--- src/rtl/muldiv_pkg.sv ---
// Shared encodings for the multiply/divide unit: operation codes and FSM states.
package muldiv_pkg;

  localparam logic [2:0] MD_MULT  = 3'd0;
  localparam logic [2:0] MD_MULTU = 3'd1;
  localparam logic [2:0] MD_DIV   = 3'd2;
  localparam logic [2:0] MD_DIVU  = 3'd3;
  localparam logic [2:0] MD_MTHI  = 3'd4;
  localparam logic [2:0] MD_MTLO  = 3'd5;

  localparam logic [1:0] MD_IDLE = 2'd0;
  localparam logic [1:0] MD_CALC = 2'd1;
  localparam logic [1:0] MD_FIX  = 2'd2;

endpackage

--- src/rtl/muldiv_step.sv ---
// One iteration of the unsigned datapath: shift-add multiply or restoring divide.
// The accumulator holds {upper : lower}; for divide that is {remainder : quotient}.
module muldiv_step #(
  parameter int WIDTH = 32
) (
  input  logic [2*WIDTH-1:0] acc_i,
  input  logic [WIDTH-1:0]   operand,
  input  logic               is_div,
  output logic [2*WIDTH-1:0] acc_o
);

  logic [WIDTH:0]   add_sum;
  logic [WIDTH:0]   partial;
  logic [WIDTH-1:0] trial;

  always_comb begin
    add_sum = {1'b0, acc_i[2*WIDTH-1:WIDTH]} + (acc_i[0] ? {1'b0, operand} : '0);
    partial = acc_i[2*WIDTH-1:WIDTH-1];
    // Only used when partial >= operand, where the difference always fits in WIDTH bits.
    trial   = partial[WIDTH-1:0] - operand;
    acc_o   = {add_sum, acc_i[WIDTH-1:1]};
    if (is_div) begin
      if (partial >= {1'b0, operand}) begin
        acc_o = {trial, acc_i[WIDTH-2:0], 1'b1};
      end else begin
        acc_o = {partial[WIDTH-1:0], acc_i[WIDTH-2:0], 1'b0};
      end
    end
  end

endmodule

--- src/rtl/muldiv.sv ---
// Iterative multiply/divide unit with architectural HI/LO registers.
// Operands are processed as magnitudes; signs are reapplied in the FIX cycle.
module muldiv
  import muldiv_pkg::*;
#(
  parameter int WIDTH = 32,
  parameter int CNT_W = 6
) (
  input  logic             clk,
  input  logic             clr,
  input  logic             start,
  input  logic [2:0]       op,
  input  logic [WIDTH-1:0] busA,
  input  logic [WIDTH-1:0] busB,
  output logic             busy,
  output logic             done,
  output logic [WIDTH-1:0] hi,
  output logic [WIDTH-1:0] lo
);

  logic [1:0]         state_q, state_d;
  logic [CNT_W-1:0]   cnt_q, cnt_d;
  logic [2*WIDTH-1:0] acc_q, acc_d;
  logic [WIDTH-1:0]   opnd_q, opnd_d;
  logic               is_div_q, is_div_d;
  logic               neg_res_q, neg_res_d;
  logic               neg_rem_q, neg_rem_d;
  logic               div_zero_q, div_zero_d;
  logic [WIDTH-1:0]   hi_q, hi_d;
  logic [WIDTH-1:0]   lo_q, lo_d;
  logic               done_q, done_d;

  logic               signed_op, start_div, a_neg, b_neg;
  logic [WIDTH-1:0]   a_mag, b_mag, quot, rem;
  logic [2*WIDTH-1:0] step_acc, prod;

  assign signed_op = (op == MD_MULT) || (op == MD_DIV);
  assign start_div = (op == MD_DIV) || (op == MD_DIVU);
  assign a_neg     = signed_op & busA[WIDTH-1];
  assign b_neg     = signed_op & busB[WIDTH-1];
  assign a_mag     = a_neg ? -busA : busA;
  assign b_mag     = b_neg ? -busB : busB;

  assign quot = acc_q[WIDTH-1:0];
  assign rem  = acc_q[2*WIDTH-1:WIDTH];
  assign prod = neg_res_q ? -acc_q : acc_q;

  muldiv_step #(.WIDTH(WIDTH)) u_step (
    .acc_i   (acc_q),
    .operand (opnd_q),
    .is_div  (is_div_q),
    .acc_o   (step_acc)
  );

  always_comb begin
    state_d    = state_q;
    cnt_d      = cnt_q;
    acc_d      = acc_q;
    opnd_d     = opnd_q;
    is_div_d   = is_div_q;
    neg_res_d  = neg_res_q;
    neg_rem_d  = neg_rem_q;
    div_zero_d = div_zero_q;
    hi_d       = hi_q;
    lo_d       = lo_q;
    done_d     = 1'b0;
    case (state_q)
      MD_IDLE: begin
        if (start) begin
          case (op)
            MD_MULT, MD_MULTU, MD_DIV, MD_DIVU: begin
              is_div_d   = start_div;
              // Divide seeds {0 : dividend}; multiply seeds {0 : multiplier}.
              acc_d      = start_div ? {{WIDTH{1'b0}}, a_mag} : {{WIDTH{1'b0}}, b_mag};
              opnd_d     = start_div ? b_mag : a_mag;
              neg_res_d  = a_neg ^ b_neg;
              neg_rem_d  = a_neg;
              div_zero_d = (busB == '0);
              cnt_d      = '0;
              state_d    = MD_CALC;
            end
            MD_MTHI: hi_d = busA;
            MD_MTLO: lo_d = busA;
            default: ;
          endcase
        end
      end
      MD_CALC: begin
        acc_d = step_acc;
        cnt_d = cnt_q + CNT_W'(1);
        if (cnt_q == CNT_W'(WIDTH - 1)) begin
          state_d = MD_FIX;
        end
      end
      MD_FIX: begin
        if (is_div_q) begin
          // Divide by zero reports an all-ones quotient regardless of operand signs.
          lo_d = div_zero_q ? '1 : (neg_res_q ? -quot : quot);
          hi_d = neg_rem_q ? -rem : rem;
        end else begin
          {hi_d, lo_d} = prod;
        end
        done_d  = 1'b1;
        state_d = MD_IDLE;
      end
      default: state_d = MD_IDLE;
    endcase
  end

  always_ff @(posedge clk) begin
    if (!clr) begin
      state_q    <= MD_IDLE;
      cnt_q      <= '0;
      acc_q      <= '0;
      opnd_q     <= '0;
      is_div_q   <= 1'b0;
      neg_res_q  <= 1'b0;
      neg_rem_q  <= 1'b0;
      div_zero_q <= 1'b0;
      hi_q       <= '0;
      lo_q       <= '0;
      done_q     <= 1'b0;
    end else begin
      state_q    <= state_d;
      cnt_q      <= cnt_d;
      acc_q      <= acc_d;
      opnd_q     <= opnd_d;
      is_div_q   <= is_div_d;
      neg_res_q  <= neg_res_d;
      neg_rem_q  <= neg_rem_d;
      div_zero_q <= div_zero_d;
      hi_q       <= hi_d;
      lo_q       <= lo_d;
      done_q     <= done_d;
    end
  end

  assign busy = (state_q != MD_IDLE);
  assign done = done_q;
  assign hi   = hi_q;
  assign lo   = lo_q;

endmodule

--- config.mk ---
export PLATFORM = sky130hd
export DESIGN_NAME = muldiv
export DESIGN_NICKNAME = d
export VERILOG_FILES = /design/src/rtl/muldiv_pkg.sv /design/src/rtl/muldiv_step.sv /design/src/rtl/muldiv.sv
export SDC_FILE = /design/constraint.sdc
export NUM_CORES = 1
export LEC_CHECK = 0
export BUFFER_PORTS_ARGS = -buffer_cell sky130_fd_sc_hd__buf_2
export CORE_MARGIN = 5
export CORE_UTILIZATION = 40
export CTS_BUF_LIST = sky130_fd_sc_hd__clkbuf_2
export CTS_CLUSTER_DIAMETER = 200
export DETAILED_ROUTE_END_ITERATION = 12
export MAX_ROUTING_LAYER = met4
export SLEW_MARGIN = 15
export SYNTH_ARGS = -nofsm -noshare
export SYNTH_HDL_FRONTEND = slang
export SYNTH_HIERARCHICAL = 1
export SYNTH_SLANG_ARGS = --single-unit
export TNS_END_PERCENT = 20
--- constraint.sdc ---
create_clock -name clk -period 6.5 [get_ports clk]
set_clock_uncertainty 0.05 [all_clocks]
set_input_delay 1.3 -clock clk [delete_from_list [all_inputs] [get_ports clk]]
set_output_delay 1.3 -clock clk [all_outputs]
set_load 0.02 [all_outputs]
# Word level (Yosys, flattened, before mapping)
# Index checks and enable logic that the tools add are counted.
[classes]
reduce_logical = 14
muxes = 30
n_lt_le_gt_ge = 1
add_sub_neg = 8
n_eq_ne = 13
bitwise_logic = 3
[op_table]
columns = ["operator", "n"]
rows = [
  ["$mux 32", 14],
  ["$mux 64", 5],
  ["$neg 32->32", 4],
  ["$pmux 32 s2", 2],
  ["$pmux 64 s2", 1],
  ["$neg 64->64", 1],
  ["$add 32x33->33", 1],
  ["$ge 33x32->1", 1],
  ["$logic_not 32->1", 1],
  ["$sub 32x32->32", 1],
  ["$reduce_and 3->1", 5],
  ["$mux 6", 2],
  ["$pmux 6 s2", 1],
  ["$add 6x1->6 const B", 1],
  ["$eq 3x2->1 const B", 2],
  ["$eq 3x3->1 const B", 2],
  ["$eq 6x5->1 const B", 1],
  ["$mux 2", 3],
  ["$ne 2x1->1 const B", 3],
  ["$reduce_bool 2->1", 3],
  ["$ne 2x2->1 const B", 2],
  ["$pmux 2 s2", 1],
  ["$reduce_or 4->1", 1],
  ["$eq 3x1->1 const B", 1],
  ["8 further kinds", 10],
]
[word_totals]
inputBits = 70
register_bits = 173
out_inout_bits = 66

# Depth between registers and ports, before layout
[logic_depth]
depth_word = 8
ltp_mapped = 15
ltp_nobuf = 15

# Hierarchy
# The synthesis kept the hierarchy.
[by_module_without_submodules]
columns = ["module", "instances", "cells_each", "area_per_inst_um2"]
rows = [
  ["muldiv", 1, 1340, 10159.7],
  ["muldiv_step", 1, 671, 4698.3],
]

# Worst setup path after synthesis
# Ideal clock, no wire load.
[synth_path]
kind = "reg-to-reg"
start = "register acc_q[0]"
end = "register acc_q[59]"
setup_ns = 0.132
stages_incl_launch_ff = 16
path_buffers = 1
t_arrival_ns = 3.279
slack_ns = 3.038
cell_sequence = "dfxtp_1 clkbuf_1 and2_1 ha_1 fa_1 a21o_1 a211oi_2 and4bb_1 o211ai_2 a211oi_2 o211ai_2 or4b_1 and4_1 a221o_1 nand2_1 a21oi_1"
[synth_via]
elab_chain_cells = 4
[synth_lines]
columns = ["item", "line", "rtl"]
rows = [
  ["start: declaration", "muldiv.sv:23", "logic [2*WIDTH-1:0] acc_q, acc_d;"],
  ["start signal: assignment", "muldiv.sv:114", "acc_q <= '0;"],
  ["start signal: assignment", "muldiv.sv:126", "acc_q <= acc_d;"],
  ["$mux 32", "muldiv_step.sv:17", "add_sum = {1'b0, acc_i[2*WIDTH-1:WIDTH]} + (acc_i[0] ? {1'b0, operand} : '0);"],
  ["$add 32x33->33", "muldiv_step.sv:17", ""],
  ["$mux 64", "muldiv_step.sv:22", "if (is_div) begin"],
  ["named net step_acc[59]", "muldiv.sv:35", "logic [2*WIDTH-1:0] step_acc, prod;"],
  ["$pmux 64 s2", "muldiv.sv:67", "case (state_q)"],
]
# The timed path passes the listed nets, and every way through them passes these cells.
# A chain may end at the register's enable or synchronous reset.

# Final worst setup path
[layout_path]
start = "register acc_q[32]"
end = "register acc_q[0]"
[layout_via]
elab_chain_cells = 4
[layout_lines]
columns = ["item", "line", "rtl"]
rows = [
  ["$ge 33x32->1", "muldiv_step.sv:23", "if (partial >= {1'b0, operand}) begin"],
  ["$mux 64", "muldiv_step.sv:23", ""],
  ["$mux 64", "muldiv_step.sv:22", ""],
  ["named net step_acc[0]", "muldiv.sv:35", ""],
  ["$pmux 64 s2", "muldiv.sv:67", ""],
]
# The timed path passes the listed nets, and every way through them passes these cells.

==> results.yml <==
synth:
  synth_seq_area_share: 0.233
  yosys.area_share.adder: 0.0608
  yosys_warnings: 6
  syn_area_um2: 14900
  synthDistinctLibCells: 82
  muxShareOfSynthArea: 0.0439
  synthesis.nets: 2152
  synth_top_family_by_area: "compound AO/OA/AOI/OAI gates"
  synth_seq_cells: 173
  synthCells: 2011
  ys.flop_type: "dfxtp_1"
  synth-xor-area-share: 0.0955
  synth-simple-area-share: 0.223
  async_flop_share: 0
  synth_compound_area_frac: 0.292
  synth_enable_flop_cells: 0
  avgSynthCellArea_um2: 7.39
job:
  maxCapViolations: 0
clock_tree:
  cts_hold_buffers: 0
  cts_buffers: 17
  clkLatencyLatePin_ns: 0.91
  root_buffer: "clkbuf_2"
  cts_buffer_depth: 2
  cts_resized: 0
  cts_sinks: 173
  h-tree-depth: 4
  post_cts_buffers: 0
  clkSlewWorstSetupHoldPaths_ns: 0.27
  tritoncts: "yes"
global_route:
  grt_max_degree: 115
  overflow: 0
  grt_pass1_wl_um: 92100
  antenna_found_initial: 2
  grt_use_total: 0.293
  grt_pass1_vias: 15200
placed_design:
  placed_cells: 2502
  io_buffers: 135
  place_ws_ns: 2.09
  gp_congestion: 0.992
  dpl_cell_area_um2: 15800
  hpwl_um: 45600
cells_and_area:
  layout_commonest_cell: "a21oi_1"
  design_area_um2: 16000
  fill_cells: 3848
  layout_common_cells: "a21oi_1, nand2_1, dfxtp_1"
  syn_to_final_growth_pct: 7.70
  drive_above_1_share: 0.126
  stdcell_count: 2534
  multi_input_area_um2: 10600
  nets: 2194
  regArea_um2: 3470
route:
  drt_iter0_markers: 1716
  antenna_left: 0
  drc_errors: 0
  viasPerCell: 6.39
  vias: 16200
  wl_per_cell_um: 24.0
  dr.pass1.iters: 6
  wirelength_um: 60800
worst_setup_path:
  arrival_ns: 5.28
  critPathMostFrequentCell: "nor2_1"
  path_max_fanout: 14
  cp_data_required_time_ns: 7.23
  start_kind: "flip-flop"
  slowest_stage: "dfxtp_1"
  path_cells: "ha_1, nor2b_1, o31a_1, o31ai_1, o21a_1, o21ai_1, nand3_1, nand2_1, buf_4, nor2_1, nor2_1, o21ai_0, a221oi_1"
  endpoint_kind: "flip-flop"
  path_class: "flip-flop to flip-flop"
  slowest_delay_ns: 0.67
worst_hold_path:
  hold_path.class: "flip-flop to flip-flop"
floorplanning:
  chipHeight_um: 203
  ioPinCount: 136
  core_um2: 36600
  start_util: 0.406
  die-width_um: 203
  die_area_um2: 41100
  rows: 70
timing:
  whs_ns: 0.415
  worst_pin_slew_ns: 1.32
  tns_ns: 0
  timing.fmax_ghz: 0.220
  rsz0062_at_grt: "false"
  slew_violations: 0
  slew_headroom: 0.110
  setup_viol: 0
  period_minus_slack_ns: 4.55
  hold_viol: 0
  setup_slack_ns: 1.95
  fin_crit_sh: 0.700
run_status:
  status: "complete, no violations"
power:
  peakVddDrop_mv: 0.120
  leakagePower_nw: 6.43
  powerDensity_nw_per_um2: 173
Yosys cell counts (29+ instances only):
library cell	count	share of area
a21o_1	37	0.019
a21oi_1	222	0.075
and2_1	41	0.017
clkbuf_1	104	0.026
dfxtp_1	173	0.23
ha_1	69	0.058
inv_1	68	0.017
mux2_2	33	0.025
nand2_1	218	0.055
nand3_1	91	0.031
nor2_1	140	0.035
nor3_1	35	0.012
nor4_1	29	0.012
o21ai_0	100	0.034
o221ai_1	61	0.036
xnor2_1	103	0.061
xor2_1	59	0.035
metrics by stage:
step	util	power [W]
2_1_floorplan	-	0.00185
3_3_place_gp	0.431	0.00215
3_5_place_dp	0.431	0.00216
4_1_cts	0.437	0.00276
5_1_grt	0.437	0.00291
6_report	0.437	0.00277
worst max-delay path, delay by kind of cell, from the launching register on:
| kind | cells | cell delay (ns) |
|---|---|---|
| AOI/OAI and AO/OA | 6 | 1.90 |
| buffers and inverters | 1 | 0.38 |
| adders and majority gates | 1 | 0.32 |
| DFF | 1 | 0.67 |
| and+or+nand+nor | 5 | 1.14 |
flip-flops by register name, summed over array words and instances (netlist names):
name        flops
acc_q          64
state_q         2
neg_rem_q       1
lo             32
hi             32
cnt_q           6
neg_res_q       1
is_div_q        1
opnd_q         32
done            1
div_zero_q      1
area by class of cell:
type                            instances  area share
Multi-Input combinational cell       1639       0.665
Sequential cell                       173       0.217
Timing Repair Buffer                  152      0.0510
Tap cell                              468      0.0366
Inverter                               70      0.0165
Clock inverter                         14     0.00852
Clock buffer                           17     0.00532
Antenna cell                            1    0.000156
routing by layer:
metal  global-route usage  wire (µm)  vias to the layer above
li1                     -          -                     7510
met1                0.397      26400                     7752
met2                0.440      26900                      799
met3               0.0430       4640                      130
met4                0.119       2790                        0
met5                    -          0                        -
report_power, final:
part           total, W  internal [W]  switching, W
sequential      0.00119       0.00111     0.0000792
combinational  0.000988      0.000356      0.000632
clock          0.000599      0.000145      0.000454
total           0.00277       0.00161       0.00116
worst paths after layout:
| kind | startpoint | end | slack [ns] | cells after the start |
|---|---|---|---|---|
| max | acc_q[32] | acc_q[0] | 1.95 | 13 |
| min | lo[23] | lo[23] | 0.42 | 2 |
| max reg2reg | acc_q[32] | acc_q[0] | 1.95 | 13 |
| min reg2reg | lo[23] | lo[23] | 0.42 | 2 |
kinds of logic after synthesis:
group,Yosys count
AND/OR/NAND/NOR,682
multiplexers,61
adder cells (fa/ha/maj),71
buffers and inverters,199
AO/OA/AOI/OAI,663
XOR/XNOR,162
flip-flops,173
No activity file was read; power rests on OpenSTA's default activity.
